[src/rtl/rr_req_arbiter_pkg.sv]
// Shared types and default sizing for the round-robin request arbiter.
// Replaces the old arb_defs.vh state encodings and default constants.
package rr_req_arbiter_pkg;

  typedef enum logic [1:0] {
    IDLE  = 2'd0,
    GRANT = 2'd1,
    GAP   = 2'd2
  } arb_state_e;

  localparam int unsigned ARB_N        = 12;
  localparam int unsigned ARB_IDXW     = 4;
  localparam int unsigned ARB_HOLD_MAX = 50_000_000;

endpackage

[src/rtl/rr_req_arbiter_if.sv]
// Request/grant bundle between the requesters (master) and the arbiter (slave).
interface rr_req_arbiter_if
  import rr_req_arbiter_pkg::*;
#(
  parameter int unsigned N    = ARB_N,
  parameter int unsigned IDXW = ARB_IDXW
);
  logic [N-1:0]    req;
  logic [N-1:0]    grant;
  logic            grant_valid;
  logic [IDXW-1:0] grant_idx;
  logic            next_valid;
  logic [IDXW-1:0] next_idx;
  logic            timeout;

  modport master (
    output req,
    input  grant, grant_valid, grant_idx, next_valid, next_idx, timeout
  );

  modport slave (
    input  req,
    output grant, grant_valid, grant_idx, next_valid, next_idx, timeout
  );
endinterface

[src/rtl/rr_req_arbiter_prio_search.sv]
// Combinational rotating priority encoder: first set, non-excluded bit
// found scanning start_i, start_i+1, ... modulo N.
module rr_prio_search
  import rr_req_arbiter_pkg::*;
#(
  parameter int unsigned N    = ARB_N,
  parameter int unsigned IDXW = ARB_IDXW
) (
  input  logic [N-1:0]    req_i,
  input  logic [IDXW-1:0] start_i,
  input  logic [N-1:0]    excl_i,
  output logic [IDXW-1:0] idx_o,
  output logic            found_o
);
  logic [N-1:0] cand;

  assign cand = req_i & ~excl_i;

  always_comb begin
    int unsigned  pos;
    logic [N-1:0] sh;
    idx_o   = '0;
    found_o = 1'b0;
    pos     = 0;
    sh      = '0;
    for (int unsigned k = 0; k < N; k++) begin
      pos = 32'(start_i) + k;
      if (pos >= N) pos = pos - N;
      sh = cand >> pos;
      if (!found_o && sh[0]) begin
        found_o = 1'b1;
        idx_o   = IDXW'(pos);
      end
    end
  end
endmodule

[src/rtl/rr_req_arbiter.sv]
// Round-robin arbiter: holds one grant until release, publishes the next in line.
// Optional forced release after HOLD_MAX cycles when ARB_TIMEOUT_EN is defined.
module rr_req_arbiter
  import rr_req_arbiter_pkg::*;
#(
  parameter int unsigned N        = ARB_N,
  parameter int unsigned IDXW     = ARB_IDXW,
  parameter int unsigned HOLD_MAX = ARB_HOLD_MAX
) (
  input  logic             clk,
  input  logic             reset_n,
  rr_req_arbiter_if.slave  bus
);
  arb_state_e      state_q, state_d;
  logic [IDXW-1:0] ptr_q, ptr_d;
  logic [IDXW-1:0] gidx_q, gidx_d;
  logic [N-1:0]    grant_q, grant_d;
  logic            gvalid_q, gvalid_d;
  logic [IDXW-1:0] nidx_q;
  logic            nvalid_q;

  logic [IDXW-1:0] win_idx, nxt_idx, nxt_start;
  logic            win_found, nxt_found;
  logic [N-1:0]    nxt_excl;
  logic            held, expire;

  if (N < 2 || N > 16 || (1 << IDXW) < N || HOLD_MAX == 0) begin : g_bad_cfg
    $error("rr_req_arbiter: illegal N/IDXW/HOLD_MAX combination");
  end

  function automatic logic [IDXW-1:0] wrap_inc(input logic [IDXW-1:0] i);
    return (i == IDXW'(N - 1)) ? '0 : i + IDXW'(1);
  endfunction

  assign held = |(bus.req & grant_q);

  rr_prio_search #(.N(N), .IDXW(IDXW)) u_win (
    .req_i   (bus.req),
    .start_i (ptr_q),
    .excl_i  ({N{1'b0}}),
    .idx_o   (win_idx),
    .found_o (win_found)
  );

  always_comb begin
    state_d  = state_q;
    ptr_d    = ptr_q;
    gidx_d   = gidx_q;
    grant_d  = grant_q;
    gvalid_d = gvalid_q;
    unique case (state_q)
      IDLE, GAP: begin
        if (win_found) begin
          state_d  = GRANT;
          gidx_d   = win_idx;
          grant_d  = {{(N-1){1'b0}}, 1'b1} << win_idx;
          gvalid_d = 1'b1;
        end else begin
          state_d  = IDLE;
          gidx_d   = '0;
          grant_d  = '0;
          gvalid_d = 1'b0;
        end
      end
      GRANT: begin
        if (!held || expire) begin
          state_d  = GAP;
          ptr_d    = wrap_inc(gidx_q);
          gidx_d   = '0;
          grant_d  = '0;
          gvalid_d = 1'b0;
        end
      end
      default: begin
        state_d  = IDLE;
        gidx_d   = '0;
        grant_d  = '0;
        gvalid_d = 1'b0;
      end
    endcase
  end

  // "next" is computed against the post-edge state so it is current the
  // same cycle the grant it refers to becomes visible.
  assign nxt_start = (state_d == GRANT) ? wrap_inc(gidx_d) : ptr_d;
  assign nxt_excl  = (state_d == GRANT) ? grant_d : '0;

  rr_prio_search #(.N(N), .IDXW(IDXW)) u_nxt (
    .req_i   (bus.req),
    .start_i (nxt_start),
    .excl_i  (nxt_excl),
    .idx_o   (nxt_idx),
    .found_o (nxt_found)
  );

  always_ff @(posedge clk or negedge reset_n) begin
    if (!reset_n) begin
      state_q  <= IDLE;
      ptr_q    <= '0;
      gidx_q   <= '0;
      grant_q  <= '0;
      gvalid_q <= 1'b0;
      nidx_q   <= '0;
      nvalid_q <= 1'b0;
    end else begin
      state_q  <= state_d;
      ptr_q    <= ptr_d;
      gidx_q   <= gidx_d;
      grant_q  <= grant_d;
      gvalid_q <= gvalid_d;
      nidx_q   <= nxt_found ? nxt_idx : '0;
      nvalid_q <= nxt_found;
    end
  end

`ifdef ARB_TIMEOUT_EN
  localparam int unsigned CW = (HOLD_MAX > 1) ? $clog2(HOLD_MAX) : 1;

  logic [CW-1:0] cnt_q;
  logic          timeout_q;

  assign expire = (state_q == GRANT) && (cnt_q == CW'(HOLD_MAX - 1));

  // A release coinciding with expiry is a normal release: no pulse.
  always_ff @(posedge clk or negedge reset_n) begin
    if (!reset_n) begin
      cnt_q     <= '0;
      timeout_q <= 1'b0;
    end else begin
      timeout_q <= expire && held;
      if (state_q != GRANT) cnt_q <= '0;
      else                  cnt_q <= cnt_q + CW'(1);
    end
  end

  assign bus.timeout = timeout_q;
`else
  assign expire      = 1'b0;
  assign bus.timeout = 1'b0;
`endif

  assign bus.grant       = grant_q;
  assign bus.grant_valid = gvalid_q;
  assign bus.grant_idx   = gidx_q;
  assign bus.next_valid  = nvalid_q;
  assign bus.next_idx    = nidx_q;
endmodule

[src/flat_wrapper.sv]
// flat-port wrapper written by rule: the top's interface ports become plain ports
module rr_req_arbiter_flat import rr_req_arbiter_pkg::*;
#(
  parameter int unsigned N        = ARB_N,
  parameter int unsigned IDXW     = ARB_IDXW,
  parameter int unsigned HOLD_MAX = ARB_HOLD_MAX
)
  (clk, reset_n, bus_req, bus_grant, bus_grant_valid, bus_grant_idx, bus_next_valid, bus_next_idx, bus_timeout);
  rr_req_arbiter_if #(.N(N), .IDXW(IDXW)) bus_i ();
  input  logic clk;
  input  logic reset_n;
  input wire logic [$bits(bus_i.req)-1:0] bus_req;
  output wire logic [$bits(bus_i.grant)-1:0] bus_grant;
  output wire logic [$bits(bus_i.grant_valid)-1:0] bus_grant_valid;
  output wire logic [$bits(bus_i.grant_idx)-1:0] bus_grant_idx;
  output wire logic [$bits(bus_i.next_valid)-1:0] bus_next_valid;
  output wire logic [$bits(bus_i.next_idx)-1:0] bus_next_idx;
  output wire logic [$bits(bus_i.timeout)-1:0] bus_timeout;
  assign bus_i.req = bus_req;
  assign bus_grant = bus_i.grant;
  assign bus_grant_valid = bus_i.grant_valid;
  assign bus_grant_idx = bus_i.grant_idx;
  assign bus_next_valid = bus_i.next_valid;
  assign bus_next_idx = bus_i.next_idx;
  assign bus_timeout = bus_i.timeout;
  rr_req_arbiter #(.N(N), .IDXW(IDXW), .HOLD_MAX(HOLD_MAX)) u_core (.clk(clk), .reset_n(reset_n), .bus(bus_i));
endmodule
[config.mk]
export PLATFORM = sky130hd
export DESIGN_NAME = rr_req_arbiter_flat
export DESIGN_NICKNAME = d
export VERILOG_FILES = /design/src/rtl/rr_req_arbiter_pkg.sv /design/src/rtl/rr_req_arbiter_if.sv /design/src/rtl/rr_req_arbiter_prio_search.sv /design/src/rtl/rr_req_arbiter.sv /design/src/flat_wrapper.sv
export SDC_FILE = /design/constraint.sdc
export NUM_CORES = 1
export LEC_CHECK = 0
export ABC_AREA = 1
export BUFFER_PORTS_ARGS = -buffer_cell sky130_fd_sc_hd__buf_2
export CAP_MARGIN = 25
export CORE_UTILIZATION = 25
export CTS_CLUSTER_DIAMETER = 50
export DETAILED_ROUTE_END_ITERATION = 7
export GPL_TIMING_DRIVEN = 1
export RECOVER_POWER = 25
export SLEW_MARGIN = 5
export SYNTH_ARGS = -nofsm -noshare
export SYNTH_HDL_FRONTEND = slang
export SYNTH_HIERARCHICAL = 1
export SYNTH_SLANG_ARGS = --single-unit
[constraint.sdc]
create_clock -name clk -period 11.9 [get_ports clk]
set_input_delay 1.785 -clock clk [delete_from_list [all_inputs] [get_ports clk]]
set_output_delay 1.785 -clock clk [all_outputs]
set_load 0.005 [all_outputs]
==> results.md, run 1 <==
- Worst path max stage delay: 0.83 ns
- Measured slew at the worst slew-check pin: 1.55 ns
- Max Fanout on Critical Path: 14
- First-pass GRT wire length: 33700 um
- RSZ-0062 raised after global routing: no
- Worst path most repeated cell: nand2_1
- Area of the multi-input gates: 5490 um^2
- DR WL met3: 1030 um
- EDFF count, synth: 0
- GRT overflow: 0
- Most common library cells after synthesis: 336 x nand2_1, 162 x nand3_1, 151 x inv_1
- Largest net degree at the start of global routing: 29
- Vias per cell: 4.71
- R2r startpoint: u_core/ptr_q[3]
- Placer congestion estimate: 0.986
- Worst EP required: 12.07 ns
- R2R cell count: 46
- CP Launch Type: flop
- Met2 wire length: 9920 um
- Post-CTS setup repair buffer count: 0
- Num CTS Buffers: 3
- Final WS setup: 4.30 ns
- DIE WIDTH: 169 um
- YS warnings: 6
- Hold Path End: u_core/ptr_q[0]
- Largest area contributor in the netlist: nand2_1
- Worst min-delay path startpoint: u_core/ptr_q[0]
- Residual DRC: 0
- Synth cell types: 50
- Std-Cell Rows: 60
- Worst slew margin: -3.29%
- CP max stage cell: dfrtp_1
- Setup_tns: 0 ns
- Clk_lat worst skew: 0.27 ns
- Hold Path Class: reg -> reg
- MaxCap Viol Count: 1
- Final hold vios: 0
- Post-synth top area share: 18.0%
- CTS Hold Bufs: 0
- DR iter-0 viols: 555
- DP Worst Slack: 4.15 ns
- Final wirelength: 20900 um
- Clk_skew: 0.00359 ns
- CTS tree: yes
- Final net count: 1268
- Hold path depth: 2
- Cell with the most instances after synthesis: nand2_1
- CTS root buffer: clkbuf_16
- Failing checks: capacitance limit, slew limit
- Fmax: 132 MHz
- Sequential area share after synthesis: 10.0%
- Die Area: 28700 um^2
- Register area: 701 um^2
- Layout cells sized above 1: 16.0%
- Clock transition at path regs: 0.07 ns
- Initial Util: 25.7%
- Number of antenna violations at the first check in global routing: 1
- Slew Viols, Final: 29
- Die Y: 169 um
- Core footprint: 27300 um^2
- CTS H-tree lvls: 1
- Post_cts resized: 0
- Status: complete, but fails checks
- Worst setup EP type: flop
- Port Buf Inserts: 35
- Vias in the first global route: 6660
- Clock Path Buffers: 2
- Main flop type after synthesis: dfrtp_1
- Reg2reg setup slack: 4.30 ns
- Mapped Area: 7010 um^2
- Wire length per cell: 13.5 um
- WS Path Type: reg -> reg
- All-Layer GR Usage: 14.5%
- P&R area growth vs syn: 9.03%
- Fillers: 3043
- Asr flop ratio synth: 100%
- Number of synthesized register bits: 28
- DP HPWL: 17000 um
- Post-Route M1 WL: 9420 um
- Routed vias: 7311
- Uppermost layer routed: met4
- Mapped Cells: 1142
- Crit path DAT: 7.77 ns
- TritonCTS Sinks: 28
- Min Tclk post-route: 7.60 ns
- Drt pass-1 iters: 6
- Avg Inst Size Synth: 6.14 um^2
- # IOs: 37
- Worst R2R End: u_core/bus.next_idx[3]
- Top cells by area, synth: nand2_1 18%, ha_1 13%, nand3_1 12%
- Endpoints failing setup: 0
- Antenna Violating Nets Remaining: 0
- Period utilisation layout: 63.9%
[layer usage]
metal  track usage, %  vias up
li1                 -     3782
met1             18.5     3305
met2             25.9      193
met3             1.17       31
met4             4.27        0
met5                0        -
[layout by cell type, fill, tap and decap left out, drive strengths merged, types with 2 or more instances in the layout]
cell type | synthesis | final
a32o | 4 | 4
xnor2 | 4 | 4
a22oi | 2 | 2
or2 | 3 | 3
ha | 73 | 73
and2 | 2 | 2
clkinv | 5 | 5
conb | 1 | 13
nand4 | 34 | 34
o21a | 3 | 3
clkbuf | 0 | 5
a21o | 4 | 4
nand2 | 390 | 390
o21ai | 68 | 68
o211ai | 4 | 4
nand3 | 183 | 183
a211o | 2 | 2
inv | 171 | 171
a211oi | 2 | 2
a21boi | 4 | 4
nor3 | 5 | 5
nand3b | 8 | 8
xor2 | 19 | 19
buf | 18 | 39
a31oi | 2 | 2
a21oi | 25 | 25
dfrtp | 28 | 28
nor2 | 77 | 77
[per-stage QoR]
step	std cells	cell area [um^2]	hold slack (ns)	util [%]
6_report	1553	7640	0.528	28.0
5_1_grt	1552	7640	0.572	28.0
4_1_cts	1552	7640	0.532	28.0
3_5_place_dp	1548	7550	0.513	27.7
3_3_place_gp	1548	7550	0.509	27.7
2_1_floorplan	1154	7050	0.465	-
[worst max-delay path by stage]
stage | from | endpoint | slack, ns | cells after the start
final | u_core/ptr_q[3] | u_core/bus.next_idx[3] | 4.30 | 46
after CTS | u_core/ptr_q[3] | u_core/bus.next_idx[0] | 4.28 | 45
after detailed placement | bus_req[7] | u_core/bus.next_idx[0] | 4.15 | 44
after global placement | bus_req[4] | u_core/bus.next_idx[2] | 4.25 | 47
after floorplan | bus_req[8] | u_core/bus.next_idx[0] | 5.25 | 39
after global routing | u_core/ptr_q[3] | u_core/bus.next_idx[1] | 3.45 | 46
[state kept, by name, indices dropped and copies added, names as in the netlist]
signal / flops
u_core/bus.grant_idx: 4
u_core/ptr_q: 4
u_core/bus.next_valid: 1
u_core/bus.grant: 12
u_core/bus.next_idx: 4
u_core/bus.grant_valid: 1
u_core/state_q: 2
[worst max-delay path: cells and delay by family (launching register included)]
kind,cells,cell delay (ns)
AOI/OAI and AO/OA,4,0.96
xor gates and xnor gates,2,0.57
buffers and inverters,11,1.32
DFF,1,0.83
and+or+nand+nor,24,2.77
adders and majority gates,5,1.07
[kinds of logic (layout without fill, tap and decap cells)]
| group | count (synthesis) | count (layout) | synth area share (%) |
|---|---|---|---|
| buffers and inverters | 194 | 220 | 12.4 |
| other | 1 | 14 | 0.0535 |
| xor gates and xnor gates | 23 | 23 | 3.46 |
| AOI/OAI and AO/OA | 120 | 120 | 11.5 |
| adders and majority gates | 73 | 73 | 13.0 |
| DFF | 28 | 28 | 10.0 |
| and+or+nand+nor | 703 | 703 | 49.6 |
[final cells by class]
cell class / count / share of cell area, %
clock buffers: 4 / 1.16
well taps: 372 / 6.09
inverters: 176 / 8.89
diodes: 1 / 0.0327
repair buffers: 40 / 2.77
flip-flops and latches: 28 / 9.17
multi-input cells: 932 / 71.9
Power of run 1 is left out: the tool's default activity adds up to more than one toggle a clock period on the data nets, which glitch-free logic cannot reach.
==> run 2: changes to the inputs <==
- clock period: 11.9 -> 7 ns (I/O delays scaled with it)
==> run 2 against run 1 <==
Against the previous run: the flow still finishes with violations (capacitance limit, slew limit); routed wire length up 4.1%; final area rose by 6.6%; clock skew is 0.0034 ns higher; utilization rose by 1.9 points; via count is 2.1% higher; global-route usage up 0.43 points.
==> results.md, run 2 (same netlist as run 1, synthesis figures left out) <==
- Worst path max stage delay: 0.49 ns (-0.34 ns)
- Die Area: 28700 um^2 (unchanged)
- Clk_skew: 0.00698 ns (+0.00340 ns)
- Die Y: 169 um (unchanged)
- Clock Path Buffers: 2 (unchanged)
- Cell Count, Final, Fillers Out: 1592 (+2.5%)
- P&R area growth vs syn: 16.3%
- Placer congestion estimate: 0.942 (-4.4%)
- DP Worst Slack: 0.139 ns (-4.01 ns)
- Clock transition at path regs: 0.07 ns (about the same)
- CP max stage cell: dfrtp_2
- Worst path most repeated cell: nand2_1
- Worst setup EP type: flop
- Worst slew margin: -2.31% (+0.98 points)
- Layout cells sized above 1: 21.4% (+5.4 points)
- DP HPWL: 18100 um (+7.0%)
- Most frequent cells in the layout: 333 x nand2_1, 159 x nand3_1, 149 x inv_1
- All-Layer GR Usage: 14.9% (+0.43 points)
- Largest net degree at the start of global routing: 29 (unchanged)
- Residual DRC: 0 (unchanged)
- Fmax: 154 MHz (+17%)
- Final net count: 1307 (+3.1%)
- Min Tclk post-route: 6.48 ns (-1.12 ns)
- Dpl cell area: 7730 um^2 (+2.4%)
- Routed vias: 7462 (+2.1%)
- TritonCTS Sinks: 28 (unchanged)
- MaxCap Viol Count: 1 (unchanged)
- Std-Cell Rows: 60 (unchanged)
- DIE WIDTH: 169 um (unchanged)
- Endpoints failing setup: 0 (unchanged)
- Commonest non-fill, non-tap cell in the layout: nand2_1
- Antenna Violating Nets Remaining: 0 (unchanged)
- DR iter-0 viols: 551 (-0.72%)
- First-pass GRT wire length: 34700 um (+2.9%)
- Worst path bufs/invs: 11 (unchanged)
- Placed insts: 1572 (+1.6%)
- Max Fanout on Critical Path: 8 (-6)
- Worst EP required: 7.16 ns (-4.91 ns)
- Num CTS Buffers: 3 (unchanged)
- Hold Path Class: reg -> reg
- Max reg flops: 12 (unchanged)
- Wire length per cell: 13.7 um (+1.5%)
- Final WS setup: 0.519 ns (-3.78 ns)
- Measured slew at the worst slew-check pin: 1.53 ns (-0.0147 ns)
- GRT overflow: 0 (unchanged)
- WS Path Type: reg -> reg
- Crit path DAT: 6.64 ns (-1.13 ns)
- Final hold vios: 0 (unchanged)
- Number of antenna violations at the first check in global routing: 1 (unchanged)
- CP top delay family: simple AND/OR/NAND/NOR gates
- CTS root buffer: clkbuf_16
- Slew Viols, Final: 29 (unchanged)
- Failing checks: capacitance limit, slew limit
- Status: complete, but fails checks
- Clk_lat worst skew: 0.27 ns (about the same)
- Post-route cell area: 8150 um^2 (+6.6%)
- Port Buf Inserts: 35 (unchanged)
- Vias per cell: 4.69 (-0.43%)
- Final wirelength: 21800 um (+4.1%)
- CTS Hold Bufs: 0 (unchanged)
- Period utilisation layout: 92.6% (+29 points)
- CTS tree: yes
- Core footprint: 27300 um^2 (unchanged)
- Drt pass-1 iters: 5 (-1)
- CP Launch Type: flop
- Initial Util: 25.7% (unchanged)
- CTS H-tree lvls: 1 (unchanged)
- # IOs: 37 (unchanged)
- Vias in the first global route: 7020 (+5.4%)
==> run 2: cell types whose count changed in the layout (fill, tap and decap cells not counted), moves of 3 or more <==
cell	delta
nand3_2	+3
ha_1	-10
nand2_2	+3
xor2_1	-6
dfrtp_1	-4
xor2_2	+6
ha_4	+4
buf_4	+34
nand3_1	-3
ha_2	+6
dfrtp_2	+4
nand2_1	-3
==> run 2: metrics by stage <==
step	utilization [%]	hold WS (ns)	setup TNS [ns]
after floorplan	-	0.465	0
after global placement	28.4	0.521	0
after detailed placement	28.4	0.523	0
after CTS	28.7	0.538	0
after global routing	29.9	0.559	-0.0783
final	29.9	0.534	0
==> run 2: path summary, 6_finish.rpt <==
check	slack (ns)	to	cells after the start	startpoint
worst max-delay path	0.52	u_core/bus.next_idx[0]	47	u_core/ptr_q[2]
worst min-delay path	0.53	u_core/bus.grant[3]	2	u_core/bus.grant[3]
worst max register to register	0.52	u_core/bus.next_idx[0]	47	u_core/ptr_q[2]
worst min register to register	0.53	u_core/bus.grant[3]	2	u_core/bus.grant[3]
max in group asynchronous	4.85	u_core/ptr_q[2]	1	reset_n
min in group asynchronous	1.15	u_core/bus.grant[5]	1	reset_n
==> run 2: final cells by class <==
| type | count | area (um^2) |
|---|---|---|
| Tap cell | 372 | 465 |
| Timing Repair Buffer | 79 | 529 |
| Fill cell | 3000 | 19100 |
| Antenna cell | 1 | 2.50 |
| Inverter | 176 | 688 |
| Multi-Input combinational cell | 932 | 5670 |
| Clock buffer | 4 | 88.8 |
| Sequential cell | 28 | 706 |
==> run 2: tightest hold or removal path, delay by kind of cell (launching register included) <==
| kind | cells | cell delay [ns] |
|---|---|---|
| AO/OA/AOI/OAI | 1 | 0.06 |
| flip-flops | 1 | 0.38 |
| AND/OR/NAND/NOR | 1 | 0.06 |
==> run 2: timing repair <==
item	4_1_cts	5_1_grt
gates resized for setup	0	48
endpoints found under the hold margin	0	0
endpoints found under the setup margin	0	5
buffers inserted	0	15
==> run 2: metal layers <==
layer / track usage, % / up-vias / share of wire [%]
li1: - / 3853 / -
met2: 27.5 / 156 / 50
met4: 3.60 / 0 / 2.0
met3: 1.19 / 27 / 3.9
met1: 18.6 / 3426 / 44
met5: 0 / - / 0
Power of run 2 is left out for the same reason.
